### src/rtl/rx_packet_deframer_pkg.sv
// Shared deframer definitions: FSM encodings, packet geometry, sync word, counter helpers.
// RX_SYNC_TOLERANT_EN additionally brings in the popcount used by the tolerant sync compare.
package rx_packet_deframer_pkg;

  localparam int          PACKET_BITS            = 288;
  localparam logic [15:0] SYNC_WORD_DEFAULT      = 16'hA5C3;
  localparam int          TIMEOUT_CYCLES_DEFAULT = 1024;
  localparam int          CNT_W                  = 16;

  typedef enum logic [1:0] {
    ST_HUNT    = 2'b00,
    ST_COLLECT = 2'b01,
    ST_DONE    = 2'b10
  } state_e;

  function automatic logic [CNT_W-1:0] sat_inc(input logic [CNT_W-1:0] v);
    return (v == {CNT_W{1'b1}}) ? v : v + 16'd1;
  endfunction

`ifdef RX_SYNC_TOLERANT_EN
  function automatic logic [4:0] popcount16(input logic [15:0] v);
    logic [4:0] n;
    n = 5'd0;
    for (int i = 0; i < 16; i++) n = n + {4'd0, v[i]};
    return n;
  endfunction
`endif

endpackage

### src/rtl/rx_packet_deframer_if.sv
// Bitstream-in / packet-out bundle between the photodiode sampler, the deframer and its consumers.
interface rx_packet_deframer_if;
  import rx_packet_deframer_pkg::*;

  logic                   rx_bit;
  logic                   rx_valid;
  logic [PACKET_BITS-1:0] packet;
  logic                   ready;
  logic                   busy;
  logic [CNT_W-1:0]       frames_ok;
  logic [CNT_W-1:0]       frames_dropped;

  modport master (
    output rx_bit, rx_valid,
    input  packet, ready, busy, frames_ok, frames_dropped
  );

  modport slave (
    input  rx_bit, rx_valid,
    output packet, ready, busy, frames_ok, frames_dropped
  );

endinterface

### src/rtl/rx_packet_deframer_sync_detector.sv
// 16-bit sync shift register with combinational match on the post-shift value.
// RX_SYNC_TOLERANT_EN: accept a Hamming distance of at most one; otherwise exact equality.
module rx_packet_deframer_sync_detector
  import rx_packet_deframer_pkg::*;
#(
  parameter logic [15:0] SYNC_WORD = SYNC_WORD_DEFAULT
) (
  input  logic clk,
  input  logic reset,
  input  logic shift_en_i,
  input  logic bit_i,
  input  logic clear_i,
  output logic match_o
);

  logic [15:0] sr_q, sr_d;
  logic [15:0] shifted;
  logic        hit;

  assign shifted = {sr_q[14:0], bit_i};

`ifdef RX_SYNC_TOLERANT_EN
  // Exact match is a subset of this test, so it is never detected later.
  assign hit = (popcount16(shifted ^ SYNC_WORD) <= 5'd1);
`else
  assign hit = (shifted == SYNC_WORD);
`endif

  assign match_o = shift_en_i && hit;

  always_comb begin
    sr_d = sr_q;
    if (clear_i) begin
      sr_d = '0;
    end else if (shift_en_i) begin
      sr_d = shifted;
    end
  end

  always_ff @(posedge clk) begin
    if (reset) begin
      sr_q <= '0;
    end else begin
      sr_q <= sr_d;
    end
  end

endmodule

### src/rtl/rx_packet_deframer.sv
// Hunts for the sync word, assembles one 288-bit MSB-first packet, pulses ready, aborts on strobe timeout.
// RX_SYNC_TOLERANT_EN selects the one-bit-error-tolerant sync compare inside the detector.
module rx_packet_deframer
  import rx_packet_deframer_pkg::*;
#(
  parameter logic [15:0] SYNC_WORD      = SYNC_WORD_DEFAULT,
  parameter int          TIMEOUT_CYCLES = TIMEOUT_CYCLES_DEFAULT
) (
  input  logic                 clk,
  input  logic                 reset,
  rx_packet_deframer_if.slave  bus
);

  localparam int                TMO_W    = $clog2(TIMEOUT_CYCLES);
  localparam logic [TMO_W-1:0]  TMO_LAST = TMO_W'(TIMEOUT_CYCLES - 1);
  localparam logic [8:0]        BIT_LAST = 9'(PACKET_BITS - 1);

  state_e                 state_q, state_d;
  logic [PACKET_BITS-1:0] asm_q, asm_d;
  logic [PACKET_BITS-1:0] pkt_q, pkt_d;
  logic [8:0]             bit_cnt_q, bit_cnt_d;
  logic [TMO_W-1:0]       tmo_q, tmo_d;
  logic                   ready_q, ready_d;
  logic [CNT_W-1:0]       ok_q, ok_d;
  logic [CNT_W-1:0]       drop_q, drop_d;

  logic sync_shift, sync_clear, sync_match;

  // DONE keeps feeding the sync register so hunting never has a blind cycle.
  assign sync_shift = bus.rx_valid && ((state_q == ST_HUNT) || (state_q == ST_DONE));
  assign sync_clear = sync_match && (state_q == ST_HUNT);

  rx_packet_deframer_sync_detector #(
    .SYNC_WORD (SYNC_WORD)
  ) u_sync (
    .clk        (clk),
    .reset      (reset),
    .shift_en_i (sync_shift),
    .bit_i      (bus.rx_bit),
    .clear_i    (sync_clear),
    .match_o    (sync_match)
  );

  always_comb begin
    state_d   = state_q;
    asm_d     = asm_q;
    pkt_d     = pkt_q;
    bit_cnt_d = bit_cnt_q;
    tmo_d     = tmo_q;
    ok_d      = ok_q;
    drop_d    = drop_q;

    case (state_q)
      ST_HUNT: begin
        if (sync_match) begin
          state_d   = ST_COLLECT;
          bit_cnt_d = '0;
          tmo_d     = '0;
        end
      end
      ST_COLLECT: begin
        if (bus.rx_valid) begin
          asm_d     = {asm_q[PACKET_BITS-2:0], bus.rx_bit};
          bit_cnt_d = bit_cnt_q + 9'd1;
          tmo_d     = '0;
          if (bit_cnt_q == BIT_LAST) begin
            pkt_d   = asm_d;
            state_d = ST_DONE;
          end
        end else if (tmo_q == TMO_LAST) begin
          // Abandoned frame: packet keeps the last good contents.
          state_d = ST_HUNT;
          drop_d  = sat_inc(drop_q);
        end else begin
          tmo_d = tmo_q + 1'b1;
        end
      end
      ST_DONE: begin
        state_d = ST_HUNT;
        ok_d    = sat_inc(ok_q);
      end
      default: state_d = ST_HUNT;
    endcase

    ready_d = (state_d == ST_DONE);
  end

  always_ff @(posedge clk) begin
    if (reset) begin
      state_q   <= ST_HUNT;
      asm_q     <= '0;
      pkt_q     <= '0;
      bit_cnt_q <= '0;
      tmo_q     <= '0;
      ready_q   <= 1'b0;
      ok_q      <= '0;
      drop_q    <= '0;
    end else begin
      state_q   <= state_d;
      asm_q     <= asm_d;
      pkt_q     <= pkt_d;
      bit_cnt_q <= bit_cnt_d;
      tmo_q     <= tmo_d;
      ready_q   <= ready_d;
      ok_q      <= ok_d;
      drop_q    <= drop_d;
    end
  end

  assign bus.packet         = pkt_q;
  assign bus.ready          = ready_q;
  assign bus.busy           = (state_q == ST_COLLECT);
  assign bus.frames_ok      = ok_q;
  assign bus.frames_dropped = drop_q;

endmodule

### src/flat_wrapper.sv
// flat-port wrapper written by rule: the top's interface ports become plain ports
module rx_packet_deframer_flat import rx_packet_deframer_pkg::*;
#(
  parameter logic [15:0] SYNC_WORD      = SYNC_WORD_DEFAULT,
  parameter int          TIMEOUT_CYCLES = TIMEOUT_CYCLES_DEFAULT
)
  (clk, reset, bus_rx_bit, bus_rx_valid, bus_packet, bus_ready, bus_busy, bus_frames_ok, bus_frames_dropped);
  rx_packet_deframer_if bus_i ();
  input  logic clk;
  input  logic reset;
  input wire logic [$bits(bus_i.rx_bit)-1:0] bus_rx_bit;
  input wire logic [$bits(bus_i.rx_valid)-1:0] bus_rx_valid;
  output wire logic [$bits(bus_i.packet)-1:0] bus_packet;
  output wire logic [$bits(bus_i.ready)-1:0] bus_ready;
  output wire logic [$bits(bus_i.busy)-1:0] bus_busy;
  output wire logic [$bits(bus_i.frames_ok)-1:0] bus_frames_ok;
  output wire logic [$bits(bus_i.frames_dropped)-1:0] bus_frames_dropped;
  assign bus_i.rx_bit = bus_rx_bit;
  assign bus_i.rx_valid = bus_rx_valid;
  assign bus_packet = bus_i.packet;
  assign bus_ready = bus_i.ready;
  assign bus_busy = bus_i.busy;
  assign bus_frames_ok = bus_i.frames_ok;
  assign bus_frames_dropped = bus_i.frames_dropped;
  rx_packet_deframer #(.SYNC_WORD(SYNC_WORD), .TIMEOUT_CYCLES(TIMEOUT_CYCLES)) u_core (.clk(clk), .reset(reset), .bus(bus_i));
endmodule
### config.mk
export PLATFORM = sky130hd
export DESIGN_NAME = rx_packet_deframer_flat
export DESIGN_NICKNAME = d
export VERILOG_FILES = /design/src/rtl/rx_packet_deframer_pkg.sv /design/src/rtl/rx_packet_deframer_if.sv /design/src/rtl/rx_packet_deframer_sync_detector.sv /design/src/rtl/rx_packet_deframer.sv /design/src/flat_wrapper.sv
export SDC_FILE = /design/constraint.sdc
export NUM_CORES = 1
export LEC_CHECK = 0
export BUFFER_PORTS_ARGS = -buffer_cell sky130_fd_sc_hd__clkbuf_2
export CAP_MARGIN = 20
export CELL_PAD_IN_SITES_DETAIL_PLACEMENT = 0
export CELL_PAD_IN_SITES_GLOBAL_PLACEMENT = 1
export CORE_MARGIN = 2
export CORE_UTILIZATION = 43
export CTS_CLUSTER_SIZE = 8
export DETAILED_ROUTE_END_ITERATION = 6
export PLACE_DENSITY_LB_ADDON = 0.1
export SYNTH_ARGS = -nofsm -noshare
export SYNTH_HDL_FRONTEND = slang
export SYNTH_HIERARCHICAL = 1
export SYNTH_SLANG_ARGS = --single-unit
### constraint.sdc
create_clock -name clk -period 3.3 [get_ports clk]
set_input_delay 0.66 -clock clk [delete_from_list [all_inputs] [get_ports clk]]
set_output_delay 0.66 -clock clk [all_outputs]
set_load 0.02 [all_outputs]
# Word-level counts from Yosys, hierarchy flattened
# Cells that the tools add are included.
dict set report totals {
  regBits 644
}
dict set report op_classes {
  addsub 4
  n_mux 12
  bitwise 3
  eq_ne 11
  reduce_logical 13
}
# cell count
set ops {}
lappend ops {{equality test 16 bit (second input constant)} 3}
lappend ops {{adder 16 x 1 -> 16 bit (second input constant)} 2}
lappend ops {{two-way mux 10 bit} 3}
lappend ops {{one-hot mux 10 bit (2 select lines)} 1}
lappend ops {{two-way mux 9 bit} 2}
lappend ops {{one-hot mux 9 bit (2 select lines)} 1}
lappend ops {{adder 10 x 1 -> 10 bit (second input constant)} 1}
lappend ops {{equality test 10 bit (second input constant)} 1}
lappend ops {{adder 9 x 1 -> 9 bit (second input constant)} 1}
lappend ops {{equality test 9 bit (second input constant)} 1}
lappend ops {{AND reduction 3 bit} 3}
lappend ops {{two-way mux 2 bit} 4}
lappend ops {{equality test 2 bit (second input constant)} 2}
lappend ops {{one-hot mux 2 bit (2 select lines)} 1}
lappend ops {{AND reduction 2 bit} 2}
lappend ops {{AND reduction 4 bit} 1}
lappend ops {{logical AND 1 bit} 3}
lappend ops {{!= test 3 bit (second input constant)} 1}
lappend ops {{inverter 1 bit} 3}
lappend ops {{equality test 2 x 1 -> 1 bit (second input constant)} 1}
lappend ops {{logical NOT 2 bit} 1}
lappend ops {{!= test 2 x 1 -> 1 bit (second input constant)} 1}
lappend ops {{!= test 2 bit (second input constant)} 1}
lappend ops {{nonzero test 2 bit} 1}
lappend ops {{2 further kinds} 2}

# Longest topological paths before layout
# Gate-level depths: netlist (run 1).
dict set report logic_depth {
  ltp_word 7
  ltp_mapped 12
  depth_no_buf 9
}

# Cells and area by module
# The synthesis (run 1) kept the hierarchy.
# module instances seq_area_each_um2 cells_each area_per_inst_um2
set by_module_without_submodules {}
lappend by_module_without_submodules {rx_packet_deframer 1 12592.1 2797 23732.8}
lappend by_module_without_submodules {rx_packet_deframer_sync_detector 1 300.3 57 589.3}

# Worst setup path before layout (run 1)
# Ideal clock, no wire load.
dict set report synth_path {
  kind {input to register}
  from {input bus_rx_valid}
  to {register u_core.u_sync.sr_q[10]}
  path_slack_ns 0.581
  path_stages 10
  arrival_time_ns 2.591
  path_buffers 3
  path_cell_list {nor2b_1 buf_6 nand4b_1 or3_1 nor4_2 nor3b_2 or2_2 clkbuf_1 clkbuf_1 nor2_1}
}
dict set report synth_via {
  elab_chain_len 4
}
# element line
set synth_rtl {}
lappend synth_rtl {{start: declaration} flat_wrapper.sv:12} ;# input wire logic [$bits(bus_i.rx_valid)-1:0] bus_rx_valid;
lappend synth_rtl {{logical AND 1 bit} rx_packet_deframer.sv:30} ;# assign sync_shift = bus.rx_valid && ((state_q == ST_HUNT) || (state_q == ST_DONE));
lappend synth_rtl {{logical AND 1 bit} rx_packet_deframer_sync_detector.sv:29} ;# assign match_o = shift_en_i && hit;
lappend synth_rtl {{named net u_core.sync_match} rx_packet_deframer.sv:27} ;# logic sync_shift, sync_clear, sync_match;
lappend synth_rtl {{logical AND 1 bit} rx_packet_deframer.sv:31} ;# assign sync_clear = sync_match && (state_q == ST_HUNT);
lappend synth_rtl {{named net u_core.sync_clear} rx_packet_deframer.sv:27}
lappend synth_rtl {{OR reduction 2 bit (no source line)} -}
lappend synth_rtl {{end signal: assignment} rx_packet_deframer_sync_detector.sv:44} ;# sr_q <= sr_d;
lappend synth_rtl {{end: declaration} rx_packet_deframer_sync_detector.sv:16} ;# logic [15:0] sr_q, sr_d;
# The timed path passes the listed nets, and every way through them passes these cells.
# A chain may end at the register's enable or synchronous reset.

# Worst setup path in the final report (run 1)
dict set report layout_path {
  from {register u_core.state_q[0]}
  to {register u_core.bit_cnt_q[8]}
}
dict set report layout_via {
  elab_chain_len 6
}
# element line
set layout_rtl {}
lappend layout_rtl {{start: declaration} rx_packet_deframer.sv:18} ;# state_e state_q, state_d;
lappend layout_rtl {{start signal: assignment} rx_packet_deframer.sv:99} ;# state_q <= state_d;
lappend layout_rtl {{equality test 2 bit / logical NOT 2 bit (equally long branches)} rx_packet_deframer.sv:30}
lappend layout_rtl {{logical OR 1 bit (*)} rx_packet_deframer.sv:30}
lappend layout_rtl {{logical AND 1 bit (*)} rx_packet_deframer.sv:30}
lappend layout_rtl {{named net u_core.sync_shift} rx_packet_deframer.sv:27}
lappend layout_rtl {{logical AND 1 bit (*)} rx_packet_deframer_sync_detector.sv:29}
lappend layout_rtl {{named net u_core.sync_match} rx_packet_deframer.sv:27}
lappend layout_rtl {{!= test 2 x 1 -> 1 bit (no source line) (*)} -}
lappend layout_rtl {{AND reduction 3 bit (no source line) (*)} -}
lappend layout_rtl {{end signal: assignment} rx_packet_deframer.sv:102} ;# bit_cnt_q <= bit_cnt_d;
lappend layout_rtl {{end: declaration} rx_packet_deframer.sv:21} ;# logic [8:0] bit_cnt_q, bit_cnt_d;
# The timed path passes the listed nets; every way through them passes the cells marked *.

==> results of run 1 <==
## path summary, 6_finish.rpt
kind,to,depth (start not counted),start,slack (ns)
hold / removal,u_core/asm_q[0],3,bus_rx_bit,0.36
setup reg to reg,u_core/bit_cnt_q[8],9,u_core/state_q[0],0.78
hold reg to reg,u_core/bus.packet[287],2,u_core/asm_q[286],0.45
setup / recovery,u_core/bit_cnt_q[8],9,u_core/state_q[0],0.78
## cell families (layout without fill, tap and decap cells)
group / Yosys count / count (layout) / share of synthesized area, %
AO/OA/AOI/OAI: 609 / 609 / 15.8
adder cells (fa/ha/maj): 4 / 4 / 0.206
buffers and inverters: 211 / 469 / 5.06
AND/OR/NAND/NOR: 1334 / 1334 / 24.0
XOR/XNOR: 36 / 36 / 1.30
flip-flops: 644 / 644 / 53.0
multiplexers: 16 / 16 / 0.658
## power groups by stage
| stage | sequential [mW] | clock [mW] | combinational, mW |
|---|---|---|---|
| after global routing | 7.78 | 8.62 | 0.205 |
| after global placement | 7.95 | 0 | 0.191 |
| after floorplan | 7.95 | 0 | 0.140 |
| after CTS | 7.79 | 8.30 | 0.192 |
| final | 7.80 | 8.04 | 0.188 |
| after detailed placement | 7.95 | 0 | 0.192 |
## cells in the mapped netlist, types with 2 or more instances
master,count,area [µm²]
and3b_1,2,17.5
nor4b_1,3,26.3
and4_1,7,61.3
a21oi_2,200,1750
nor2_1,67,251
nor2b_1,2,12.5
buf_6,4,45.0
a21oi_1,387,1940
xor2_1,16,140
nor4b_2,3,45.0
clkbuf_1,140,526
and3_1,11,68.8
nand3_1,15,75.1
ha_1,4,50.1
buf_4,2,15.0
buf_2,33,165
nor4_1,6,37.5
inv_1,5,18.8
nand4_1,20,125
dfxtp_1,644,12900
mux2i_1,16,160
nand2_1,964,3620
or2_2,3,18.8
buf_12,22,440
buf_1,4,15.0
nor3b_1,2,15.0
and2_1,2,12.5
nand2_2,200,1250
a211oi_1,5,37.5
or3_1,10,62.6
o21ai_0,8,40.0
nor3_1,6,30.0
o2111ai_1,3,26.3
nand3b_1,3,22.5
xnor2_1,20,175
## metal layers
metal	up-vias	global-route usage [%]	part of all wire (%)
li1	9754	-	-
met1	9055	26.6	47
met2	392	32.1	47
met3	80	3.31	4.5
met4	0	6.03	1.9
met5	-	0	0
## worst min-delay path: cells and delay by family
kind                   cells  cell delay [ns]
and+or+nand+nor            1             0.07
buffers and inverters      1             0.12
AOI/OAI and AO/OA          1             0.05
## sequential cells by signal (all words and copies together), names as in the netlist
| signal | flops |
|---|---|
| u_core/u_sync/sr_q | 15 |
| u_core/bus.ready | 1 |
| u_core/asm_q | 287 |
| u_core/bus.frames_dropped | 16 |
| u_core/tmo_q | 10 |
| u_core/bus.packet | 288 |
| u_core/state_q | 2 |
| u_core/bus.frames_ok | 16 |
| u_core/bit_cnt_q | 9 |
## per-stage QoR
step | total power [mW] | hold WS [ns] | instance area (µm²)
finish | 16.0 | 0.358 | 28600
global placement | 8.14 | 0.444 | 26200
floorplan | 8.09 | 0.432 | 24300
CTS | 16.3 | 0.327 | 28600
global route | 16.6 | 0.349 | 28600
detailed placement | 8.14 | 0.444 | 26200
## final cells by class
class | count | area share (%)
clock buffer | 91 | 7.96
clock inverter | 7 | 0.341
inverter | 5 | 0.0656
multi-input combinational | 1999 | 35.7
sequential | 644 | 45.1
tap | 756 | 3.31
timing repair buffer | 366 | 7.58
## cell usage in the layout (no fill, tap or decap), drive strengths merged, types with 3 or more instances in the layout
cell     instances
nand2         1164
dfxtp          644
a21oi          587
clkbuf         415
nor2            67
buf             42
nand4           20
xnor2           20
xor2            16
mux2i           16
nand3           15
and3            11
or3             10
inv              9
o21ai            8
and4             7
nor3             7
nor4             7
nor4b            6
a211oi           5
ha               4
nand3b           3
or2              3
o2111ai          3
nor3b            3
==> metrics.txt, run 1 <==
vias 19,300; Critical Path RT 3.78 ns; largest net degree at the start of global routing 120; Max Clock Skew 0.0195 ns; port buffer count 325; via/cell ratio 4.98; Layout Cells excl Fill 3,868; delay of the slowest critical-path stage 0.43 ns; Mapped Nets 2,862; GRT Overall Usage 19.7%; Final Hold Vio Count 0; Rows 87; initial detailed-routing violation count 1,118; Gate Count Post-Synth 2,854; Yosys cell types 50; Final period util 76.5%; async set-or-reset flop fraction in the synthesized netlist 0%; fin. max-slew vios 0; max_cap viols 0; count of hold-fix buffers inserted at cts 0; relative slew slack 30.8%; Max FO, Critical Path 11; Tmin final 2.52 ns; core area 0.0562 mm²; PD cells 560 mW/mm²; Leakage Power 9.97 nW; DRT Pass-1 Iters 5; first-pass GRT wire length 96.3 mm; Finished Core Util 50.9%; initial antenna violation count 0; wire length per cell 15.2 µm; Reg clk slew, reported paths 0.05 ns; CP Launch Type flop; Power Internal 12.7 mW; number of flops mapped to enable cells by yosys 0; Clock Tree Root clkbuf_16; CTS tree done; setup violators final 0; Synth Cell Area 0.0243 mm²; Clock Latency Late Sink 0.61 ns; fill count 5,481; H-tree levels 3; run status complete, no violations; Post-Route WL 58.7 mm; Worst path slowest cell dfxtp_1; Top delay family on crit path simple AND/OR/NAND/NOR gates; Clk pwr share 50.2%; fraction of power consumed by sequential logic 48.7%; vias in the first global route 18,600; WP data arrival 3.01 ns; Post-DP HPWL 37.0 mm; total global routing overflow 0; Die X 242 µm; die footprint 0.0585 mm²; critical-path cell list nor2b_1 -> nand4b_1 -> or3_1 -> nor4_2 -> nor3b_2 -> o211a_1 -> nand3_1 -> xor2_1 -> nor2_1; sequential area share after synthesis 53.0%; antenna cell count 0; Placed Cells 3,770; switching share of total power 20.6%; post-CTS sizing 0; Top-Level Pins 326; max frequency 0.396 GHz; pre-CTS setup slack 0.359 ns; mean post-synth cell area 8.52 µm²; Final Net Count 3,114; multi-input logic area 0.0102 mm²; Hold WC Path Type input port to flop; worst slew pin tran 1.04 ns; Longest Clk Path Bufs 3; Total Neg Setup Slack 0 ns; Area Growth Syn to Fin 17.6%; Synth Register Bits 644; Final GP Congestion 0.789; residual DRC count 0; maximum vdd ir drop 0.000362 V; number of CTS-inserted buffers 90; share of layout cells above drive strength 1 28.2%; Sw Pwr 3.30 mW; Comb power frac 1.2%; final worst slack 0.777 ns; CTS Sinks 644; nature of the critical path endpoint flop; Crit Path Class flop to flop; combined flip-flop and latch cell area 0.0129 mm²; synth warn 6; Critical path buffers and inverters 0; Routed Antenna Nets 0; predominant post-synthesis flop cell dfxtp_1; initial core utilization 43.3%; Die H 242 µm; post-CTS setup buffers 0; RSZ-0062 raised after global routing no
No activity file was read; power rests on OpenSTA's default activity.
==> run 2, diff against run 1 <==
--- a/config.mk
+++ b/config.mk
@@ -10,7 +10,7 @@
 export CELL_PAD_IN_SITES_DETAIL_PLACEMENT = 0
 export CELL_PAD_IN_SITES_GLOBAL_PLACEMENT = 1
 export CORE_MARGIN = 2
-export CORE_UTILIZATION = 43
+export CORE_UTILIZATION = 39
 export CTS_CLUSTER_SIZE = 8
 export DETAILED_ROUTE_END_ITERATION = 6
 export PLACE_DENSITY_LB_ADDON = 0.1
==> constraint.sdc (replaced) <==
create_clock -name clk -period 2.1 [get_ports clk]
set_input_delay 0.42 -clock clk [delete_from_list [all_inputs] [get_ports clk]]
set_output_delay 0.42 -clock clk [all_outputs]
set_load 0.02 [all_outputs]
==> run 2 against run 1 <==
  * Global-route usage shrank 1.3 points
  * Via count is 0.41% higher
  * Register-to-register slack got worse by 0.75 ns
  * Clock-buffer cell count up 3
  * Clock power grew 55%
  * Final cell count increased by 3.4%
  * Critical path type unchanged
  * Worst setup slack lost 0.75 ns
  * Sequential power is 58% higher
  * Flip-flop and latch count unchanged
  * Largest cell class unchanged
==> metrics.txt, run 2 (synthesized netlist as in run 1, its figures left out) <==
core area 0.0617 mm² (+9.9%); worst slew pin tran 0.533 ns (-0.505 ns); Reg clk slew, reported paths 0.05 ns (about the same); port buffer count 325 (unchanged); delay of the slowest critical-path stage 0.33 ns (-0.10 ns); Longest Clk Path Bufs 3 (unchanged); Top-Level Pins 326 (unchanged); Die X 254 µm (+4.9%); Final period util 98.9% (+22 points); Critical Path RT 2.59 ns (-1.19 ns); vias 19,400 (+0.41%); CTS tree done; Tmin final 2.08 ns (-0.445 ns); number of CTS-inserted buffers 90 (unchanged); vias in the first global route 18,500 (-0.29%); relative slew slack 64.5% (+34 points); Placement Cell Area 0.0269 mm² (+2.6%); Post-Route WL 60.3 mm (+2.8%); cell area after layout 0.0294 mm² (+2.6%); Area Growth Syn to Fin 20.7%; worst reg-to-reg setup slack 0.02 ns (-0.75 ns); Top delay family on crit path simple AND/OR/NAND/NOR gates; wire length per cell 15.1 µm (-0.53%); Post-DP HPWL 39.3 mm (+6.2%); share of layout cells above drive strength 1 29.9% (+1.6 points); H-tree levels 3 (unchanged); RSZ-0062 raised after global routing yes; commonest non-fill, non-tap cells in the layout nand2_1, dfxtp_1, a21oi_1, clkbuf_2; residual DRC count 0 (unchanged); largest net degree at the start of global routing 108 (-10%); Reg2Reg Depth 8 (-1); maximum vdd ir drop 0.000529 V (+46%); Clock Tree Root clkbuf_16; Max Clock Skew 0.0196 ns (+0.000145 ns); Final GP Congestion 0.781 (-1.1%); final hold slack 0.193 ns (-0.165 ns); CP dominant cell by count nand4_1; CP Launch Type flop; Final Hold Vio Count 0 (unchanged); Hold WC Path Type input port to flop; max frequency 0.481 GHz (+21%); via/cell ratio 4.84 (-2.9%); Final Net Count 3,165 (+1.6%); Critical path buffers and inverters 0 (unchanged); WP data arrival 2.57 ns (-0.44 ns); worst hold stages 2 (-1); antenna cell count 0 (unchanged); critical-path cell list nor4b_4 -> nand4_1 -> nor4_4 -> o21ba_4 -> nand4_1 -> nor4b_2 -> xnor2_1 -> nor2_1; first-pass GRT wire length 97.0 mm (+0.75%); Clock Latency Late Sink 0.61 ns (about the same); Crit Path Class flop to flop; Die H 254 µm (+4.9%); multi-input logic area 0.0103 mm² (+1.1%); initial detailed-routing violation count 973 (-13%); Leakage Power 10.3 nW (+3.1%); initial antenna violation count 0 (unchanged); Worst path slowest cell dfxtp_2; setup violators final 0 (unchanged); total global routing overflow 0 (unchanged); initial core utilization 39.4% (-3.9 points); Max FO, Critical Path 4 (-7); Finished Core Util 47.6% (-3.4 points); Rows 91 (+4.6%); fill count 6,072 (+11%); CTS Sinks 644 (unchanged); GRT Overall Usage 18.3% (-1.3 points); max reg flops 288 (unchanged); run status complete, no violations; DRT Pass-1 Iters 5 (unchanged); power consumption 25.1 mW (+57%); max_cap viols 0 (unchanged); Worst path depth 8 (-1); count of hold-fix buffers inserted at cts 0 (unchanged); fin. max-slew vios 0 (unchanged); die footprint 0.0644 mm² (+10%); nature of the critical path endpoint flop; combined flip-flop and latch cell area 0.0129 mm² (about the same); commonest non-fill, non-tap cell in the layout nand2_1; PD cells 855 mW/mm² (+53%); Routed Antenna Nets 0 (unchanged)
## run 2: cell count changes in the layout (fill, tap and decap cells not counted), moves of 3 or more
cell     change
buf_12      +15
dfxtp_1      -3
dfxtp_2      +3
buf_4       +34
## run 2: report_power, final
group	leakage (nW)	switching (mW)	total [mW]	internal, mW
Clock	1.14	4.93	12.5	7.59
Sequential	5.19	0.00202	12.3	12.3
Combinational	3.95	0.257	0.336	0.0788
## run 2: repair_timing
| item | in CTS | in global routing |
|---|---|---|
| endpoints found under the setup margin | 17 | 26 |
| setup buffers | 0 | 2 |
| cloned | 0 | 1 |
| gates resized for setup | 3 | 17 |
| endpoints found under the hold margin | 0 | 0 |
| pin swaps | 0 | 10 |
## run 2: routing by layer
metal | GRT usage, % | routed length, µm | up-vias
met1 | 25.2 | 29000 | 9033
met5 | 0 | 0 | -
li1 | - | - | 9857
met3 | 3.23 | 2660 | 77
met4 | 5.45 | 971 | 0
met2 | 29.4 | 27700 | 393
## run 2: final timing paths
check	end	start
hold / removal	u_core/bus.ready	reset
setup reg to reg	u_core/tmo_q[9]	u_core/u_sync/sr_q[3]
hold reg to reg	u_core/bus.packet[276]	u_core/bus.packet[276]
setup / recovery	u_core/tmo_q[9]	u_core/u_sync/sr_q[3]
## run 2: cell type report
cell class              instances  share of cell area, %
multi-input cells            2000                   35.2
flip-flops and latches        644                   43.9
well taps                     837                   3.57
inverters                       5                 0.0639
clock inverters                 3                 0.0895
repair buffers                416                   9.37
clock buffers                  94                   7.83
## run 2: through the flow
| step | cells | worst slack (ns) | setup TNS, ns |
|---|---|---|---|
| final | 3999 | 0.0221 | 0 |
| after global routing | 3999 | -0.163 | -1.10 |
| after CTS | 3997 | -0.0394 | -0.0394 |
| after detailed placement | 3900 | -0.270 | -4.01 |
| after global placement | 3900 | -0.260 | -3.70 |
| after floorplan | 2854 | -0.142 | -0.597 |
==> run 3, diff against run 2 <==
--- a/config.mk
+++ b/config.mk
@@ -5,6 +5,7 @@
 export SDC_FILE = /design/constraint.sdc
 export NUM_CORES = 1
 export LEC_CHECK = 0
+export ABC_AREA = 1
 export BUFFER_PORTS_ARGS = -buffer_cell sky130_fd_sc_hd__clkbuf_2
 export CAP_MARGIN = 20
 export CELL_PAD_IN_SITES_DETAIL_PLACEMENT = 0
==> constraint.sdc (replaced) <==
create_clock -name clk -period 2.1 [get_ports clk]
set_input_delay 0 -clock clk [delete_from_list [all_inputs] [get_ports clk]]
set_output_delay 0 -clock clk [all_outputs]
set_load 0.02 [all_outputs]
==> run 3 against run 2 <==
  * Design area grew 0.18%
  * Critical path type unchanged
  * Sequential share of layout area shrank 0.091 points
  * Maximum frequency is 7.1% higher
  * Worst setup slack gained 0.14 ns
  * Largest power group unchanged
==> metrics.txt, run 3 <==
WP data arrival 2.44 ns (-0.13 ns); run status complete, no violations; Clock Tree Root clkbuf_16; number of CTS-inserted buffers 90 (unchanged); Critical Path RT 2.60 ns (about the same); vias 20,200 (+4.3%); port buffer count 325 (unchanged); mean post-synth cell area 8.58 µm² (+0.68%); Final GP Congestion 0.793 (+1.5%); Final period util 92.4% (-6.5 points); maximum vdd ir drop 0.000585 V (+11%); Max Clock Skew 0.0191 ns (-0.000515 ns); Yosys cell types 39 (-22%); simple-gate area share of the yosys netlist 18.8% (-5.2 points); antenna cell count 0 (unchanged); commonest non-fill, non-tap cells in the layout dfxtp_1, nor2_1, clkbuf_2, nand3_1, nand2_1; Synth top cells by count dfxtp_1, nor2_1, nand3_1; Top-Level Pins 326 (unchanged); post-CTS setup buffers 0 (unchanged); Total Neg Setup Slack 0 ns (unchanged); CTS tree done; Worst path slowest cell buf_12; initial antenna violation count 0 (unchanged); wire length per cell 16.3 µm (+8.0%); Post-Route WL 64.3 mm (+6.6%); Routed Antenna Nets 0 (unchanged); Placement Cell Area 0.0270 mm² (about the same); Max FO, Critical Path 83 (+79); Hold WC Path Type input port to flop; worst slew pin tran 0.732 ns (+0.199 ns); post-synthesis xor/xnor area fraction 0.536% (-0.76 points); die footprint 0.0649 mm² (+0.84%); Tmin final 1.94 ns (-0.137 ns); Synth Cell Area 0.0245 mm² (+0.85%); DRT Pass-1 Iters 7 (+2); Synth Register Bits 644 (unchanged); Synth top area share 52.6% (-0.45 points); Leakage Power 13.6 nW (+33%); relative slew slack 51.2% (-13 points); setup violators final 0 (unchanged); fin. max-slew vios 0 (unchanged); Final Hold Vio Count 0 (unchanged); largest family of logic cells by synthesized area compound AO/OA/AOI/OAI gates; delay of the slowest critical-path stage 0.39 ns (+0.06 ns); Post-DP HPWL 40.2 mm (+2.5%); RSZ-0062 raised after global routing no; max_cap viols 0 (unchanged); core area 0.0619 mm² (+0.37%); Synth Area in Compound Gates 21.6% (+5.8 points); Finished Core Util 47.5% (-0.090 points); synth warn 6 (unchanged); post-CTS sizing 0 (-3); initial core utilization 39.6% (+0.19 points); Mapped Nets 2,867 (+0.17%); max frequency 0.515 GHz (+7.1%); GRT Overall Usage 19.4% (+1.1 points); Rows 91 (unchanged); total global routing overflow 0 (unchanged); async set-or-reset flop fraction in the synthesized netlist 0% (unchanged); Post-Synth Adder-Cell Area 0.204% (-0.0017 points); H-tree levels 3 (unchanged); critical-path cell list ha_1 -> nand2_1 -> nor2_4 -> buf_4 -> buf_12 -> nand3_1 -> o211a_1; predominant post-synthesis flop cell dfxtp_1; count of hold-fix buffers inserted at cts 4 (+4); nature of the critical path endpoint flop; Crit Path Class flop to flop; most common cell in the synthesized netlist dfxtp_1; commonest non-fill, non-tap cell in the layout dfxtp_1; Die H 255 µm (+0.42%); CP Launch Type flop; leading area contributor after synthesis dfxtp_1; ranking of synthesized cells by area dfxtp_1, nor2_1, o211a_1; sequential area share after synthesis 52.6% (-0.45 points); initial detailed-routing violation count 1,253 (+29%); CTS Sinks 644 (unchanged); mux cell area share after synthesis 0% (-0.66 points); fill count 6,098 (+0.43%); Gate Count Post-Synth 2,859 (+0.18%); number of flops mapped to enable cells by yosys 0 (unchanged); cell area after layout 0.0294 mm² (+0.18%); PD cells 869 mW/mm² (+1.6%); max reg flops 288 (unchanged); Final Net Count 3,113 (-1.6%); Longest Clk Path Bufs 3 (unchanged); Reg clk slew, reported paths 0.05 ns (about the same); Clock Latency Late Sink 0.62 ns (about the same); share of layout cells above drive strength 1 16.0% (-14 points); residual DRC count 0 (unchanged); largest net degree at the start of global routing 133 (+23%); vias in the first global route 19,200 (+3.5%); Area Growth Syn to Fin 19.9%; first-pass GRT wire length 103 mm (+5.9%); Die X 255 µm (+0.42%); via/cell ratio 5.12 (+5.7%)
[run 3: per-layer routing]
metal / GRT usage [%] / part of all wire, % / routed length, µm / vias up
met3: 3.63 / 5.1 / 3290 / 95
met2: 30.2 / 45 / 28800 / 459
met4: 5.71 / 2.2 / 1420 / 0
li1: - / - / - / 10100
met5: 0 / 0 / 0 / -
met1: 27.4 / 48 / 30800 / 9555
[run 3: cell families after synthesis]
group,Yosys count
AOI/OAI and AO/OA,725
xor gates and xnor gates,15
adders and majority gates,4
buffers and inverters,358
DFF,644
and+or+nand+nor,1113
[run 3: worst max-delay path, delay by kind of cell, from the launching register on]
family          cells  cell delay, ns
buf+inv             2            0.71
simple gates        3            0.39
compound gates      1            0.14
fa+ha+maj           1            0.18
flops               1            0.36
[run 3: worst paths after layout]
check	from	cells past startpoint	slack, ns	endpoint
setup reg to reg	u_core/bit_cnt_q[0]	7	0.16	u_core/bus.packet[61]
setup / recovery	u_core/bit_cnt_q[0]	7	0.16	u_core/bus.packet[61]
hold reg to reg	u_core/asm_q[110]	1	0.46	u_core/asm_q[110]
hold / removal	reset	3	0.32	u_core/bus.packet[282]
[run 3: through the flow]
| stage | total power [mW] | std cells | setup slack (ns) | hold WS, ns |
|---|---|---|---|---|
| after floorplan | 12.8 | 2859 | 0.298 | 0.158 |
| after CTS | 26.0 | 3948 | 0.159 | 0.285 |
| after global routing | 26.5 | 3948 | 0.0277 | 0.312 |
| after global placement | 12.9 | 3846 | 0.211 | 0.316 |
| after detailed placement | 12.9 | 3846 | 0.169 | 0.326 |
| final | 25.6 | 3948 | 0.159 | 0.322 |
[run 3: cell type report]
| type | count | area (µm²) | share of cell area [%] |
|---|---|---|---|
| well taps | 837 | 1050 | 3.56 |
| clock buffers | 93 | 2330 | 7.91 |
| flip-flops and latches | 644 | 12900 | 43.8 |
| clock inverters | 5 | 93.8 | 0.319 |
| inverters | 132 | 508 | 1.73 |
| repair buffers | 380 | 2450 | 8.32 |
| multi-input cells | 1857 | 10100 | 34.3 |
[run 3: where the power goes]
part           total [mW]  switching [mW]  leakage [nW]  internal, mW
logic               0.441           0.313          7.27         0.128
clock network        12.9            5.01          1.19          7.85
registers            12.3         0.00475          5.19          12.3
total                25.6            5.32          13.6          20.2
